`src/rtl/uart_rx_parity_unit_pkg.sv`:
```
// Shared definitions for the UART receive path: parity-mode encoding,
// parity-checker FSM states, legal data-width range and the
// expected-parity helper.
package uart_rx_pkg;

    localparam int unsigned DATA_WIDTH_MIN = 5;
    localparam int unsigned DATA_WIDTH_MAX = 9;

    typedef enum logic [1:0] {
        PAR_EVEN  = 2'b00,
        PAR_ODD   = 2'b01,
        PAR_MARK  = 2'b10,
        PAR_SPACE = 2'b11
    } par_mode_e;

    typedef enum logic [1:0] {
        ST_IDLE,
        ST_DATA,
        ST_PAR,
        ST_DONE
    } par_state_e;

    // Parity bit the transmitter should have sent, given the XOR of the data bits.
    function automatic logic expected_parity(input par_mode_e mode, input logic acc);
        case (mode)
            PAR_EVEN: return acc;
            PAR_ODD:  return ~acc;
            PAR_MARK: return 1'b1;
            default:  return 1'b0;
        endcase
    endfunction

endpackage

```
`src/rtl/uart_rx_parity_unit_if.sv`:
```
// Bus between the RX control FSM / data sampler (master) and the parity
// checker (slave).
//   par_en, par_mode : parity config, sampled on frame_start
//   frame_start      : arms a new frame
//   bit_vld          : sampled_bit carries a data or parity bit
//   err_clr          : clears error status
//   par_done         : one-cycle frame-complete pulse
//   par_err          : frame parity result
//   err_sticky       : sticky error flag
//   err_cnt          : saturating error-frame count
interface uart_rx_parity_unit_if #(
    parameter int unsigned CNT_WIDTH = 8
);
    logic                 par_en;
    logic [1:0]           par_mode;
    logic                 frame_start;
    logic                 bit_vld;
    logic                 sampled_bit;
    logic                 err_clr;
    logic                 par_done;
    logic                 par_err;
    logic                 err_sticky;
    logic [CNT_WIDTH-1:0] err_cnt;

    modport master (
        output par_en, par_mode, frame_start, bit_vld, sampled_bit, err_clr,
        input  par_done, par_err, err_sticky, err_cnt
    );

    modport slave (
        input  par_en, par_mode, frame_start, bit_vld, sampled_bit, err_clr,
        output par_done, par_err, err_sticky, err_cnt
    );
endinterface

```
`src/rtl/uart_rx_parity_unit_err_counter.sv`:
```
// Saturating error counter with sticky flag. Reusable for parity,
// framing and overrun errors.
//   CLK, RST   : clock, async active-low reset
//   err_inc    : one error event this cycle
//   err_clr    : clear count and flag (an error in the same cycle wins)
//   err_sticky : set on any error, held until err_clr
//   err_cnt    : error count, saturates at all-ones
module uart_err_counter #(
    parameter int unsigned CNT_WIDTH = 8
) (
    input  logic                 CLK,
    input  logic                 RST,
    input  logic                 err_inc,
    input  logic                 err_clr,
    output logic                 err_sticky,
    output logic [CNT_WIDTH-1:0] err_cnt
);

    always_ff @(posedge CLK or negedge RST) begin
        if (!RST) begin
            err_sticky <= 1'b0;
            err_cnt    <= '0;
        end else if (err_inc) begin
            // Clear and error together: the clear takes effect first, so the
            // new error counts as the first one.
            err_sticky <= 1'b1;
            if (err_clr)
                err_cnt <= CNT_WIDTH'(1);
            else if (err_cnt != '1)
                err_cnt <= err_cnt + 1'b1;
        end else if (err_clr) begin
            err_sticky <= 1'b0;
            err_cnt    <= '0;
        end
    end

endmodule

```
`src/rtl/uart_rx_parity_unit.sv`:
```
// Serial parity checker for the UART receiver. Accumulates parity of the
// sampled data bits, checks the received parity bit against the mode
// latched at frame start, and reports a per-frame result plus error status.
//   CLK, RST : clock, async active-low reset
//   bus      : slave side of uart_rx_parity_unit_if
module uart_rx_parity_unit
    import uart_rx_pkg::*;
#(
    parameter int unsigned DATA_WIDTH = 8,
    parameter int unsigned CNT_WIDTH  = 8
) (
    input logic                  CLK,
    input logic                  RST,
    uart_rx_parity_unit_if.slave bus
);

    localparam int unsigned BW = $clog2(DATA_WIDTH_MAX + 1);

    par_state_e    state_q, state_d;
    logic [BW-1:0] bit_cnt_q, bit_cnt_d;
    logic          acc_q, acc_d;
    logic          par_en_q, par_en_d;
    par_mode_e     par_mode_q, par_mode_d;
    logic          par_err_q, par_err_d;
    logic          last_bit;
    logic          err_inc;

    assign last_bit = (bit_cnt_q == BW'(DATA_WIDTH - 1));

    always_ff @(posedge CLK or negedge RST) begin
        if (!RST) begin
            state_q    <= ST_IDLE;
            bit_cnt_q  <= '0;
            acc_q      <= 1'b0;
            par_en_q   <= 1'b0;
            par_mode_q <= PAR_EVEN;
            par_err_q  <= 1'b0;
        end else begin
            state_q    <= state_d;
            bit_cnt_q  <= bit_cnt_d;
            acc_q      <= acc_d;
            par_en_q   <= par_en_d;
            par_mode_q <= par_mode_d;
            par_err_q  <= par_err_d;
        end
    end

    always_comb begin
        state_d    = state_q;
        bit_cnt_d  = bit_cnt_q;
        acc_d      = acc_q;
        par_en_d   = par_en_q;
        par_mode_d = par_mode_q;
        par_err_d  = par_err_q;

        // frame_start in any state restarts; a coincident bit_vld is dropped.
        if (bus.frame_start) begin
            state_d    = ST_DATA;
            bit_cnt_d  = '0;
            acc_d      = 1'b0;
            par_en_d   = bus.par_en;
            par_mode_d = par_mode_e'(bus.par_mode);
            par_err_d  = 1'b0;
        end else begin
            case (state_q)
                ST_DATA: begin
                    if (bus.bit_vld) begin
                        acc_d     = acc_q ^ bus.sampled_bit;
                        bit_cnt_d = bit_cnt_q + 1'b1;
                        if (last_bit)
                            state_d = par_en_q ? ST_PAR : ST_DONE;
                    end
                end
                ST_PAR: begin
                    if (bus.bit_vld) begin
                        par_err_d = (bus.sampled_bit != expected_parity(par_mode_q, acc_q));
                        state_d   = ST_DONE;
                    end
                end
                ST_DONE: state_d = ST_IDLE;
                default: state_d = ST_IDLE;
            endcase
        end
    end

    assign bus.par_done = (state_q == ST_DONE);
    assign bus.par_err  = par_err_q;
    assign err_inc      = bus.par_done & par_err_q;

    uart_err_counter #(
        .CNT_WIDTH (CNT_WIDTH)
    ) u_err_counter (
        .CLK        (CLK),
        .RST        (RST),
        .err_inc    (err_inc),
        .err_clr    (bus.err_clr),
        .err_sticky (bus.err_sticky),
        .err_cnt    (bus.err_cnt)
    );

endmodule

```
`src/flat_wrapper.sv`:
```
// flat-port wrapper written by rule: the top's interface ports become plain ports
module uart_rx_parity_unit_flat import uart_rx_pkg::*;
#(
    parameter int unsigned DATA_WIDTH = 8,
    parameter int unsigned CNT_WIDTH  = 8
)
  (CLK, RST, bus_par_en, bus_par_mode, bus_frame_start, bus_bit_vld, bus_sampled_bit, bus_err_clr, bus_par_done, bus_par_err, bus_err_sticky, bus_err_cnt);
  uart_rx_parity_unit_if #(.CNT_WIDTH(CNT_WIDTH)) bus_i ();
  input logic CLK;
  input logic RST;
  input wire logic [$bits(bus_i.par_en)-1:0] bus_par_en;
  input wire logic [$bits(bus_i.par_mode)-1:0] bus_par_mode;
  input wire logic [$bits(bus_i.frame_start)-1:0] bus_frame_start;
  input wire logic [$bits(bus_i.bit_vld)-1:0] bus_bit_vld;
  input wire logic [$bits(bus_i.sampled_bit)-1:0] bus_sampled_bit;
  input wire logic [$bits(bus_i.err_clr)-1:0] bus_err_clr;
  output wire logic [$bits(bus_i.par_done)-1:0] bus_par_done;
  output wire logic [$bits(bus_i.par_err)-1:0] bus_par_err;
  output wire logic [$bits(bus_i.err_sticky)-1:0] bus_err_sticky;
  output wire logic [$bits(bus_i.err_cnt)-1:0] bus_err_cnt;
  assign bus_i.par_en = bus_par_en;
  assign bus_i.par_mode = bus_par_mode;
  assign bus_i.frame_start = bus_frame_start;
  assign bus_i.bit_vld = bus_bit_vld;
  assign bus_i.sampled_bit = bus_sampled_bit;
  assign bus_i.err_clr = bus_err_clr;
  assign bus_par_done = bus_i.par_done;
  assign bus_par_err = bus_i.par_err;
  assign bus_err_sticky = bus_i.err_sticky;
  assign bus_err_cnt = bus_i.err_cnt;
  uart_rx_parity_unit #(.DATA_WIDTH(DATA_WIDTH), .CNT_WIDTH(CNT_WIDTH)) u_core (.CLK(CLK), .RST(RST), .bus(bus_i));
endmodule
```
`config.mk`:
```
export PLATFORM = sky130hd
export DESIGN_NAME = uart_rx_parity_unit_flat
export DESIGN_NICKNAME = d
export VERILOG_FILES = /design/src/rtl/uart_rx_parity_unit_pkg.sv /design/src/rtl/uart_rx_parity_unit_if.sv /design/src/rtl/uart_rx_parity_unit_err_counter.sv /design/src/rtl/uart_rx_parity_unit.sv /design/src/flat_wrapper.sv
export SDC_FILE = /design/constraint.sdc
export NUM_CORES = 1
export LEC_CHECK = 0
export ABC_CLOCK_PERIOD_IN_PS = 1800
export CAP_MARGIN = 30
export CELL_PAD_IN_SITES_DETAIL_PLACEMENT = 0
export CELL_PAD_IN_SITES_GLOBAL_PLACEMENT = 1
export CORE_ASPECT_RATIO = 0.6
export CORE_MARGIN = 2
export CORE_UTILIZATION = 39
export DETAILED_ROUTE_END_ITERATION = 6
export PLACE_DENSITY = 0.74
export REMOVE_ABC_BUFFERS = 1
export SYNTH_ARGS = -nofsm -noshare
export SYNTH_HDL_FRONTEND = slang
export SYNTH_SLANG_ARGS = --single-unit
```
`constraint.sdc`:
```
create_clock -name CLK -period 1.8 [get_ports CLK]
set_clock_uncertainty 0.2 [all_clocks]
set_input_delay 0.18 -clock CLK [delete_from_list [all_inputs] [get_ports CLK]]
set_output_delay 0.18 -clock CLK [all_outputs]
set_load 0.05 [all_outputs]
```
# Word-level counts from Yosys, hierarchy flattened
# Cells that the tools add are included.
# classes
reduce_logical,10
n_addsub,2
eq_ne,11
n_bitwise,3
n_mux,25
# op_table
operator,count
$mux 8,4
$mux 1,12
$mux 4,3
$reduce_bool 2->1,5
$add 8x1->8 const B,1
$mux 2,4
$ne 8x8->1 const B,1
$eq 2x2->1 const B,3
$ne 3x3->1 const B,2
$reduce_and 2->1,3
$add 4x1->4 const B,1
$eq 2x1->1 const B,2
$eq 4x3->1 const B,1
$pmux 2 s2,1
$ne 3x2->1 const B,1
$pmux 1 s3,1
$reduce_and 3->1,1
$logic_not 2->1,1
$and 1x1->1,1
$ne 1x1->1,1
$not 1->1,1
$xor 1x1->1,1
# word_totals
inputBits,9
out_inout_bits,11
ff_bits,20
word_cells,59

# Logic depth before layout (Yosys ltp)
# Gate-level depths: netlist (run 1).
# logic_depth
depth_word,9
ltp_mapped,5
mapped_depth_nobuf,5

# Hierarchy
# Synthesis (run 1) repeated with hierarchy kept, for this count alone.
# unflattened
cells_unflattened,108
area_unflattened_um2,1084.8
# by_module_without_submodules
mod,cells_per_inst,area_per_inst_um2,seq_area_each_um2,instances
uart_rx_parity_unit,56,601.8,275.3,1
uart_err_counter,52,483.0,225.2,1

# Worst setup path before layout (run 1)
# OpenSTA, ideal clock, no wires.
# synth_path
path_type,register to register
startpoint,register u_core.state_q[1]
endpoint,register u_core.u_err_counter.err_cnt[7]
path_stages_with_launch,5
setup_ns,0.100
path_slack_ns,-0.140
synth_period_minus_slack_ns,1.940
arrival_ns,1.640
n_path_buf,0
path_cell_list,dfrtp_1 ha_1 and4_1 a41oi_1 a311oi_1
# synth_via
elab_chain_len,4
# synth_rtl
element,line,text
"start, declared",uart_rx_parity_unit.sv:19,"par_state_e state_q, state_d;"
"start signal, assigned",uart_rx_parity_unit.sv:39,state_q <= state_d;
$eq 2x2->1 (*),uart_rx_parity_unit.sv:86,assign bus.par_done = (state_q == ST_DONE);
net bus_par_done,flat_wrapper.sv:17,output wire logic [$bits(bus_i.par_done)-1:0] bus_par_done;
$and 1x1->1 (*),uart_rx_parity_unit.sv:88,assign err_inc = bus.par_done & par_err_q;
$reduce_bool 2->1 (no line),--,
$reduce_and 2->1 (no line),--,
"end signal, assigned",uart_rx_parity_unit_err_counter.sv:30,err_cnt <= err_cnt + 1'b1;
"end, declared",uart_rx_parity_unit_err_counter.sv:16,output logic [CNT_WIDTH-1:0] err_cnt
# Mark *: on every way through the listed nets, which the timed path passes. The rest lies on a longest branch.
# A chain may end at the register's enable or synchronous reset.

# Final worst setup path (run 1)
# layout_path
startpoint,register u_core.bit_cnt_q[0]
endpoint,register u_core.state_q[0]
# layout_via
elab_chain_len,3
# layout_rtl
element,line,text
"start, declared",uart_rx_parity_unit.sv:20,"logic [BW-1:0] bit_cnt_q, bit_cnt_d;"
"start signal, assigned",uart_rx_parity_unit.sv:40,bit_cnt_q <= bit_cnt_d;
$eq 4x3->1,uart_rx_parity_unit.sv:28,assign last_bit = (bit_cnt_q == BW'(DATA_WIDTH - 1));
$ne 3x2->1 (no line),--,
$reduce_and 3->1 (no line),--,
# No other way between the ends.

==> results of run 1 <==
-- cell usage in the layout (no fill, tap or decap), types with 2 or more instances in the layout --
cell	count
a31oi_1	2
nand2b_1	3
dfrtp_1	20
xnor2_1	2
nand3_1	6
o21ai_0	2
and3_1	2
nand2_1	4
nor3_1	4
a311oi_1	3
and4b_1	3
ha_1	4
a211oi_1	4
buf_4	15
clkdlybuf4s50_1	8
xor2_1	3
inv_1	6
mux2_2	3
and4_1	3
clkbuf_8	4
buf_12	2
a21oi_1	7
nand4_1	2
nor2_1	4
-- logic make-up after synthesis --
logic type	after synthesis
buffers and inverters	10
muxes	4
DFF	20
AOI/OAI and AO/OA	25
and+or+nand+nor	34
adders and majority gates	5
xor gates and xnor gates	5
-- synthesized netlist by cell type, types with 4 or more instances --
| master | n | share of area (%) |
|---|---|---|
| nand2_1 | 4 | 1.4 |
| ha_1 | 5 | 5.8 |
| nor2_1 | 4 | 1.4 |
| dfrtp_1 | 20 | 47 |
| nand3_1 | 6 | 2.8 |
| a21oi_1 | 8 | 3.7 |
| nor3_1 | 4 | 1.9 |
| a211oi_1 | 4 | 2.8 |
| inv_1 | 6 | 2.1 |
| and4_1 | 4 | 3.3 |
-- metrics by stage --
stage | hold WS (ns) | utilization [%]
global placement | 0.298 | 51.7
global route | 0.0742 | 54.2
detailed placement | 0.310 | 51.7
floorplan | -0.316 | -
CTS | 0.0682 | 53.9
finish | 0.0673 | 54.2
-- worst max-delay path, delay by kind of cell, from the launching register on --
kind | cells | cell delay, ns
simple gates | 1 | 0.24
fa+ha+maj | 1 | 0.22
flops | 1 | 0.41
compound gates | 2 | 0.53
-- worst max-delay path by stage --
stage | start | endpoint | cells after the start
6_report | u_core.bit_cnt_q[0] | u_core.state_q[0] | 4
5_1_grt | u_core.state_q[0] | u_core.state_q[0] | 5
4_1_cts | u_core.state_q[1] | u_core.u_err_counter.err_cnt[7] | 4
3_5_place_dp | bus_bit_vld | u_core.state_q[0] | 4
3_3_place_gp | bus_bit_vld | u_core.state_q[0] | 4
2_1_floorplan | u_core.state_q[1] | u_core.u_err_counter.err_cnt[7] | 4
-- layout make-up --
cell class              instances  area (um^2)  area share, %
flip-flops and latches         20          500           36.1
multi-input cells              73          534           38.6
inverters                       6         22.5           1.63
well taps                      32         40.0           2.89
clock buffers                   4         55.1           3.97
repair buffers                 25          233           16.8
-- registers in the layout, summed over array words and instances (netlist names) --
name	flops
u_core.state_q	2
u_core.u_err_counter.err_sticky	1
u_core.bus.par_err	1
u_core.par_mode_q	2
u_core.acc_q	1
u_core.bit_cnt_q	4
u_core.par_en_q	1
u_core.u_err_counter.err_cnt	8
-- per-layer routing --
metal	vias to the layer above	global-route usage (%)	routed length, um
met5	-	0	0
met4	0	7.55	49
met3	6	5.92	110
met2	24	24.1	1000
met1	421	27.6	1380
li1	438	-	-
-- where the power goes --
part	total, uW	internal [uW]	switching (uW)	leakage (uW)
Sequential	546	500	46.2	0.000266
Combinational	457	197	260	0.000325
Clock	347	195	152	0.0000288
Total	1350	892	459	0.000621
==> reports/qor.csv, run 1 <==
stage;metric;value;unit
outcome;status;finished, final reports clean;
placement;GP Congestion;0.778;
synth;multiplexer share of the synthesized area;4.08;%
floorplan;die area;0.00320;mm^2
detailed_routing;DR vias;889;
final_layout;Fillers;237;
synth;synth warn;0;
floorplan;die height;44.6;um
final_layout;n_diodes;0;
grt;Total Routing Usage GR;18.4;%
sta;slew margin rel.;72.8;%
setup_path;Worst Reg-to-Reg Cells;4;
detailed_routing;wire per inst;15.9;um
floorplan;row count;14;
placement;Place WS;0.0343;ns
grt;largest net degree at the start of global routing;21;
floorplan;die width;71.7;um
final_layout;synth-to-layout area growth;29.0;%
grt;grt total ovfl;0;
detailed_routing;drc violations;0;
placement;Port Buffer Count;19;
synth;Netlist cell types;32;
clock_network;CTS tree;built;
setup_path;R2R Path End;u_core.state_q[0];
run;max_cap viols;0;
setup_path;slowest stage cell, crit path;dfrtp_1;
sta;fin. max-slew vios;0;
synth;Synth Instances;103;
clock_network;clk_lat worst skew;0.26;ns
sta;Highest Clock Rate;0.584;GHz
detailed_routing;Antenna Nets Post-Route;0;
clock_network;Bufs on Longest Clock Path;2;
detailed_routing;DRT Pass-1 Iters;4;
synth;Synth Area in XOR/XNOR;4.08;%
detailed_routing;Routed WL;2540;um
sta;Worst-Margin Slew;0.406;ns
clock_network;CTS Sinks;20;
sta;unrepaired setup endpoints after global routing;no;
detailed_routing;Iteration-0 DRC Markers;41;
placement;HPWL Detailed;1900;um
sta;setup TNS;0;ns
setup_path;Reg2Reg Launch Point;u_core.bit_cnt_q[0];
clock_network;CTS Buf Count;3;
sta;fin crit period;1.71;ns
synth;Adder-Cell Fraction of Synth Area;5.83;%
floorplan;starting density of the core;42.0;%
final_layout;final instance area;0.00139;mm^2
synth;Synth Register Bits;20;
setup_path;Critical Path RT;1.74;ns
detailed_routing;routed vias/inst;5.56;
setup_path;CP Launch Type;flip-flop;
hold_path;kind of path behind the tightest hold check;in -> async;
floorplan;Top Ports;20;
final_layout;Non-Filler Instances;160;
synth;synthesized cell area;0.00107;mm^2
power_and_ir_drop;LEAKAGE;0.000621;uW
synth;Mean Syn Cell Area;10.4;um^2
sta;Final Hold Vio Count;0;
placement;placed insts;156;
grt;first-pass GRT wire length;4280;um
synth;Synth Area in Compound Gates;15.9;%
synth;Post-synth EDFFs;0;
sta;count of final setup violators;0;
floorplan;area of the core;0.00256;mm^2
synth;simple-gate share of the synthesized area;19.2;%
setup_path;CP max stage delay;0.41;ns
synth;Seq/Total Area, Yosys;46.6;%
clock_network;hold_buf cts;0;
power_and_ir_drop;total power;1350;uW
clock_network;CTS clk-pin slew, worst paths;0.08;ns
grt;vias in the first global route;857;
placement;placed standard-cell area;0.00132;mm^2
sta;Final Cycle Share;95.2;%
sta;worst setup margin;0.0870;ns
final_layout;Final #Nets;143;
setup_path;WS Path Type;reg -> reg;
final_layout;share of layout cells above drive strength 1;21.9;%
synth;largest family of logic cells by synthesized area;simple AND/OR/NAND/NOR gates;
setup_path;Crit. End Element;flip-flop;
power_and_ir_drop;VDD IR max;0.000553;V
clock_network;Post-CTS Setup Inserts;0;
power_and_ir_drop;power per standard cell area;975;mW/mm^2
grt;initial antenna violation count;0;
setup_path;crit-path max FO;3;
synth;FFs w/ async S/R, synth;100;%
synth;Top FF cell, synth;dfrtp_1;
setup_path;crit path cell chain;ha_1, and4b_1, a21o_1, a311o_1;
clock_network;H-tree depth;1;
clock_network;Root Buffer;clkbuf_8;
setup_path;Worst EP arrival;1.65;ns
clock_network;PostCTS Resize Cnt;0;
setup_path;worst reg2reg setup slack;0.09;ns
Note: power is estimated with default switching activity, not from simulation.
==> run 2: changes to the inputs <==
- ABC_CLOCK_PERIOD_IN_PS: 1800 -> 1900
- clock period: 1.8 -> 1.9 ns (I/O delays scaled with it)
==> run 2 against run 1 <==
Effect of this change: final area fell by 1.6%; sequential share of layout area grew 0.60 points; power decreased by 7.1%; combinational power is 9.6% lower; critical path type is now reg -> out; critical endpoint is now bus_err_sticky.
==> reports/qor.csv, run 2 (synthesis gave the netlist of run 1 again) <==
stage;metric;value;unit
placement;HPWL Detailed;1760;um
setup_path;Buf/Inv on CP;1;
power_and_ir_drop;power per standard cell area;921;mW/mm^2
power_and_ir_drop;Internal Pwr Total;842;uW
sta;fin crit period;1.79;ns
power_and_ir_drop;Net Sw Power;413;uW
detailed_routing;wire per inst;14.8;um
power_and_ir_drop;Clock Power Share;25.9;%
clock_network;hold_buf cts;0;
power_and_ir_drop;LEAKAGE;0.000612;uW
floorplan;area of the core;0.00256;mm^2
sta;unrepaired setup endpoints after global routing;no;
detailed_routing;DR vias;909;
clock_network;Root Buffer;clkbuf_8;
setup_path;CP max stage delay;0.80;ns
setup_path;Worst EP arrival;1.40;ns
grt;initial antenna violation count;0;
floorplan;Top Ports;20;
final_layout;sequential cell area;500;um^2
detailed_routing;routed vias/inst;5.72;
sta;Final Hold Vio Count;0;
setup_path;CP Launch Type;flip-flop;
detailed_routing;DRT Pass-1 Iters;4;
sta;Final Cycle Share;94.3;%
placement;placed standard-cell area;0.00131;mm^2
floorplan;die width;71.7;um
clock_network;Post-CTS Setup Inserts;0;
sta;fin. max-slew vios;0;
setup_path;Crit. End Element;primary output;
grt;grt total ovfl;0;
final_layout;commonest non-fill, non-tap cells in the layout;dfrtp_1 (20), buf_4 (14), clkdlybuf4s50_1 (9);
final_layout;Fillers;229;
power_and_ir_drop;Net Sw Frac;32.9;%
final_layout;Largest Register;u_core.u_err_counter.err_cnt;
placement;Port Buffer Count;19;
power_and_ir_drop;sequential power share;41.2;%
placement;GP Congestion;0.772;
final_layout;share of layout cells above drive strength 1;18.9;%
detailed_routing;Iteration-0 DRC Markers;66;
detailed_routing;drc violations;0;
clock_network;clk_lat worst skew;0.26;ns
outcome;status;finished, final reports clean;
sta;Highest Clock Rate;0.558;GHz
hold_path;kind of path behind the tightest hold check;in -> async;
final_layout;commonest non-fill, non-tap cell in the layout;dfrtp_1;
setup_path;slowest stage cell, crit path;clkdlybuf4s50_1;
power_and_ir_drop;share of total power in combinational logic;32.9;%
grt;Total Routing Usage GR;17.2;%
sta;setup TNS;0;ns
floorplan;row count;14;
floorplan;die height;44.6;um
clock_network;CTS Buf Count;3;
grt;vias in the first global route;850;
run;max_cap viols;0;
detailed_routing;Antenna Nets Post-Route;0;
final_layout;synth-to-layout area growth;26.9;%
setup_path;Critical Path RT;1.51;ns
floorplan;die area;0.00320;mm^2
clock_network;PostCTS Resize Cnt;0;
grt;first-pass GRT wire length;4080;um
grt;largest net degree at the start of global routing;21;
setup_path;crit-path max FO;2;
clock_network;CTS Sinks;20;
detailed_routing;Routed WL;2360;um
final_layout;largest registers;u_core.u_err_counter.err_cnt x8, u_core.bit_cnt_q x4;
power_and_ir_drop;VDD IR max;0.000360;V
sta;slew margin rel.;67.6;%
sta;count of final setup violators;0;
clock_network;H-tree depth;1;
clock_network;Bufs on Longest Clock Path;2;
setup_path;CP delay by family, top;buffers and inverters;
clock_network;CTS tree;built;
final_layout;multi-input logic area;529;um^2
setup_path;WS Path Type;reg -> out;
floorplan;starting density of the core;42.0;%
final_layout;final instance area;0.00136;mm^2
final_layout;Final #Nets;142;
sta;Worst-Margin Slew;0.485;ns
final_layout;n_diodes;0;
clock_network;CTS clk-pin slew, worst paths;0.07;ns
setup_path;crit path cell chain;clkdlybuf4s50_1;
final_layout;max FFs per register;8;
[run 2: cell types whose count changed in the layout (fill, tap and decap cells not counted)]
cell,change
buf_4,-1
a21oi_1,+1
clkdlybuf4s50_1,+1
and4_2,-1
and4_1,+1
buf_12,-1
a21oi_2,-1
[run 2: area by class of cell]
class / count / share of cell area [%]
multi-input cells: 73 / 38.8
flip-flops and latches: 20 / 36.7
repair buffers: 24 / 15.8
clock buffers: 4 / 4.04
well taps: 32 / 2.94
inverters: 6 / 1.65
[run 2: worst paths after layout]
check                                                  endpoint  depth (start not counted)                       startpoint  slack, ns
max in group asynchronous                   u_core.bit_cnt_q[1]                          2                              RST       1.23
worst max register to register  u_core.u_err_counter.err_cnt[7]                          4                u_core.state_q[1]       0.18
worst min register to register             u_core.par_mode_q[1]                          1             u_core.par_mode_q[1]       0.31
min in group CLK                           u_core.par_mode_q[1]                          1             u_core.par_mode_q[1]       0.31
worst max-delay path                             bus_err_sticky                          1  u_core.u_err_counter.err_sticky       0.11
worst min-delay path                               u_core.acc_q                          2                              RST       0.06
[run 2: per-stage QoR]
stage / std cells / worst slack, ns / hold slack, ns / util [%] / power (uW)
finish: 159 / 0.108 / 0.0639 / 53.3 / 1250
global route: 159 / 0.0220 / 0.100 / 53.3 / 1330
CTS: 159 / 0.0908 / 0.0684 / 53.2 / 1270
detailed placement: 155 / 0.0916 / 0.296 / 51.0 / 939
global placement: 155 / 0.145 / 0.297 / 51.0 / 929
floorplan: 99 / -0.0442 / -0.306 / - / 785
[run 2: power groups by stage]
stage                     clock, uW  sequential (uW)  combinational [uW]
after floorplan                   0              539                 246
after global placement            0              524                 405
after detailed placement          0              526                 412
after CTS                       336              518                 414
after global routing            349              526                 458
final                           324              517                 413
[run 2: metal layers]
layer  global-route usage (%)  part of all wire (%)  vias up  wire length (um)
met5                        0                     0        -                 0
met2                     24.3                    41       22               970
met3                     5.47                   4.4        2               103
met1                     25.8                    54      444              1280
met4                     3.40                  0.34        0                 8
li1                         -                     -      441                 -
==> run 3: changes to the inputs <==
- CORE_UTILIZATION: 39 -> 41
- CTS_BUF_LIST: not set -> sky130_fd_sc_hd__clkbuf_4
- PLACE_DENSITY: 0.74 -> 0.78
- REMOVE_ABC_BUFFERS: 1 -> not set
==> run 3 against run 2 <==
Effect of this change: highest routed layer is now met3; worst setup slack worse by 0.036 ns; final area is 2.4% lower; sequential share of layout area is 0.90 points higher; fmax is 2.0% lower; core utilization is 0.19 points higher; routed wire length is 5.8% lower; die area is 4.5% lower; count of clock-buffer cells in the layout is 1 lower; clock power is 38% lower; power is 10% lower.
==> reports/qor.csv, run 3 (synthesis gave the netlist of run 1 again) <==
stage;metric;value;unit
outcome;status;finished, final reports clean;
grt;global routing met1 resource utilization;25.9;%
grt;grt total ovfl;0;
placement;placed insts;155;
floorplan;Top Ports;20;
grt;initial antenna violation count;0;
placement;HPWL Detailed;1670;um
clock_network;clk_lat worst skew;0.30;ns
sta;slew margin rel.;67.5;%
final_layout;Non-Filler Instances;158;
final_layout;final instance area;0.00133;mm^2
setup_path;CP max stage delay;0.79;ns
power_and_ir_drop;LEAKAGE;0.000598;uW
clock_network;hold_buf cts;0;
sta;count of final setup violators;0;
setup_path;Worst EP arrival;1.44;ns
detailed_routing;routed vias/inst;5.48;
floorplan;die area;0.00306;mm^2
final_layout;largest registers;u_core.u_err_counter.err_cnt x8, u_core.bit_cnt_q x4;
clock_network;Post-CTS Setup Inserts;0;
final_layout;Final #Nets;142;
sta;unrepaired setup endpoints after global routing;no;
grt;vias in the first global route;736;
final_layout;n_diodes;0;
grt;largest net degree at the start of global routing;21;
placement;GP Congestion;0.774;
grt;first-pass GRT wire length;3720;um
final_layout;max FFs per register;8;
sta;Final Hold Vio Count;0;
floorplan;die height;43.6;um
detailed_routing;Antenna Nets Post-Route;0;
sta;Worst-Margin Slew;0.486;ns
run;max_cap viols;0;
detailed_routing;Routed WL;2220;um
clock_network;H-tree depth;1;
detailed_routing;DR vias;866;
final_layout;share of layout cells above drive strength 1;18.3;%
detailed_routing;Iteration-0 DRC Markers;40;
synth;Mapped Nets;117;
clock_network;Bufs on Longest Clock Path;2;
sta;fin. max-slew vios;0;
detailed_routing;DRT Pass-1 Iters;4;
grt;most used routing layer;met1;
clock_network;CTS Sinks;20;
final_layout;Largest Register;u_core.u_err_counter.err_cnt;
setup_path;Critical Path RT;1.51;ns
power_and_ir_drop;VDD IR max;0.000395;V
grt;met2 usage;19.6;%
setup_path;WS Path Type;reg -> out;
setup_path;crit-path max FO;2;
setup_path;crit path cell chain;clkdlybuf4s50_1;
floorplan;row count;14;
grt;met3 Usage GRT;5.12;%
detailed_routing;wire per inst;14.1;um
final_layout;commonest non-fill, non-tap cell in the layout;dfrtp_1;
clock_network;PostCTS Resize Cnt;0;
clock_network;CTS tree;built;
detailed_routing;drc violations;0;
final_layout;commonest non-fill, non-tap cells in the layout;dfrtp_1 (20), buf_4 (14), clkdlybuf4s50_1 (9);
sta;fin crit period;1.83;ns
final_layout;synth-to-layout area growth;23.9;%
setup_path;slowest stage cell, crit path;clkdlybuf4s50_1;
setup_path;Buf/Inv on CP;1;
sta;Final Cycle Share;96.2;%
floorplan;area of the core;0.00249;mm^2
placement;Port Buffer Count;19;
clock_network;Root Buffer;clkbuf_4;
setup_path;CP Launch Type;flip-flop;
final_layout;Core Util, Final;53.5;%
power_and_ir_drop;power per standard cell area;845;mW/mm^2
floorplan;die width;70.1;um
clock_network;CTS Buf Count;3;
sta;setup TNS;0;ns
power_and_ir_drop;total power;1120;uW
grt;Total Routing Usage GR;15.8;%
setup_path;Crit. End Element;primary output;
final_layout;Fillers;240;
hold_path;kind of path behind the tightest hold check;in -> async;
floorplan;starting density of the core;43.2;%
sta;Highest Clock Rate;0.547;GHz
clock_network;CTS clk-pin slew, worst paths;0.11;ns
setup_path;CP delay by family, top;buffers and inverters;
placement;placed standard-cell area;0.00131;mm^2
==> run 3: changes by cell type in the layout (fill, tap and decap cells not counted), sizes merged <==
cell and delta:
clkbuf -1
==> run 3: metal layers <==
layer | wire length [um] | share of wire [%] | up-vias
met2 | 896 | 40 | 22
met1 | 1230 | 55 | 407
met5 | 0 | 0 | -
met3 | 100 | 4.5 | 0
li1 | - | - | 437
met4 | 0 | 0 | 0
==> run 3: power by group <==
part           switching [uW]  internal [uW]
registers                41.2            474
clock network             127           73.8
logic                     228            180
total                     396            728
==> run 3: area by class of cell <==
class	instances	area, um^2	area share (%)
clock buffer	3	22.5	1.69
inverter	6	22.5	1.69
multi-input combinational	73	529	39.8
sequential	20	500	37.6
tap	32	40.0	3.01
timing repair buffer	24	215	16.2
==> run 3: metrics by stage <==
stage / setup slack [ns] / hold WS [ns]
2_1_floorplan: 0.0525 / -0.306
3_3_place_gp: 0.148 / 0.296
3_5_place_dp: 0.116 / 0.308
4_1_cts: 0.0540 / 0.0165
5_1_grt: 0.00562 / 0.0328
6_report: 0.0716 / 0.0150
==> run 3: final timing paths <==
| check | slack [ns] | cells after the start | start | end |
|---|---|---|---|---|
| worst min-delay path | 0.02 | 2 | RST | u_core.par_mode_q[0] |
| min in group CLK | 0.30 | 2 | bus_par_en | u_core.par_en_q |
| worst max register to register | 0.15 | 4 | u_core.u_err_counter.err_cnt[1] | u_core.u_err_counter.err_cnt[0] |
| max in group asynchronous | 1.27 | 2 | RST | u_core.state_q[1] |
| worst max-delay path | 0.07 | 1 | u_core.u_err_counter.err_sticky | bus_err_sticky |
| worst min register to register | 0.33 | 1 | u_core.par_en_q | u_core.par_en_q |
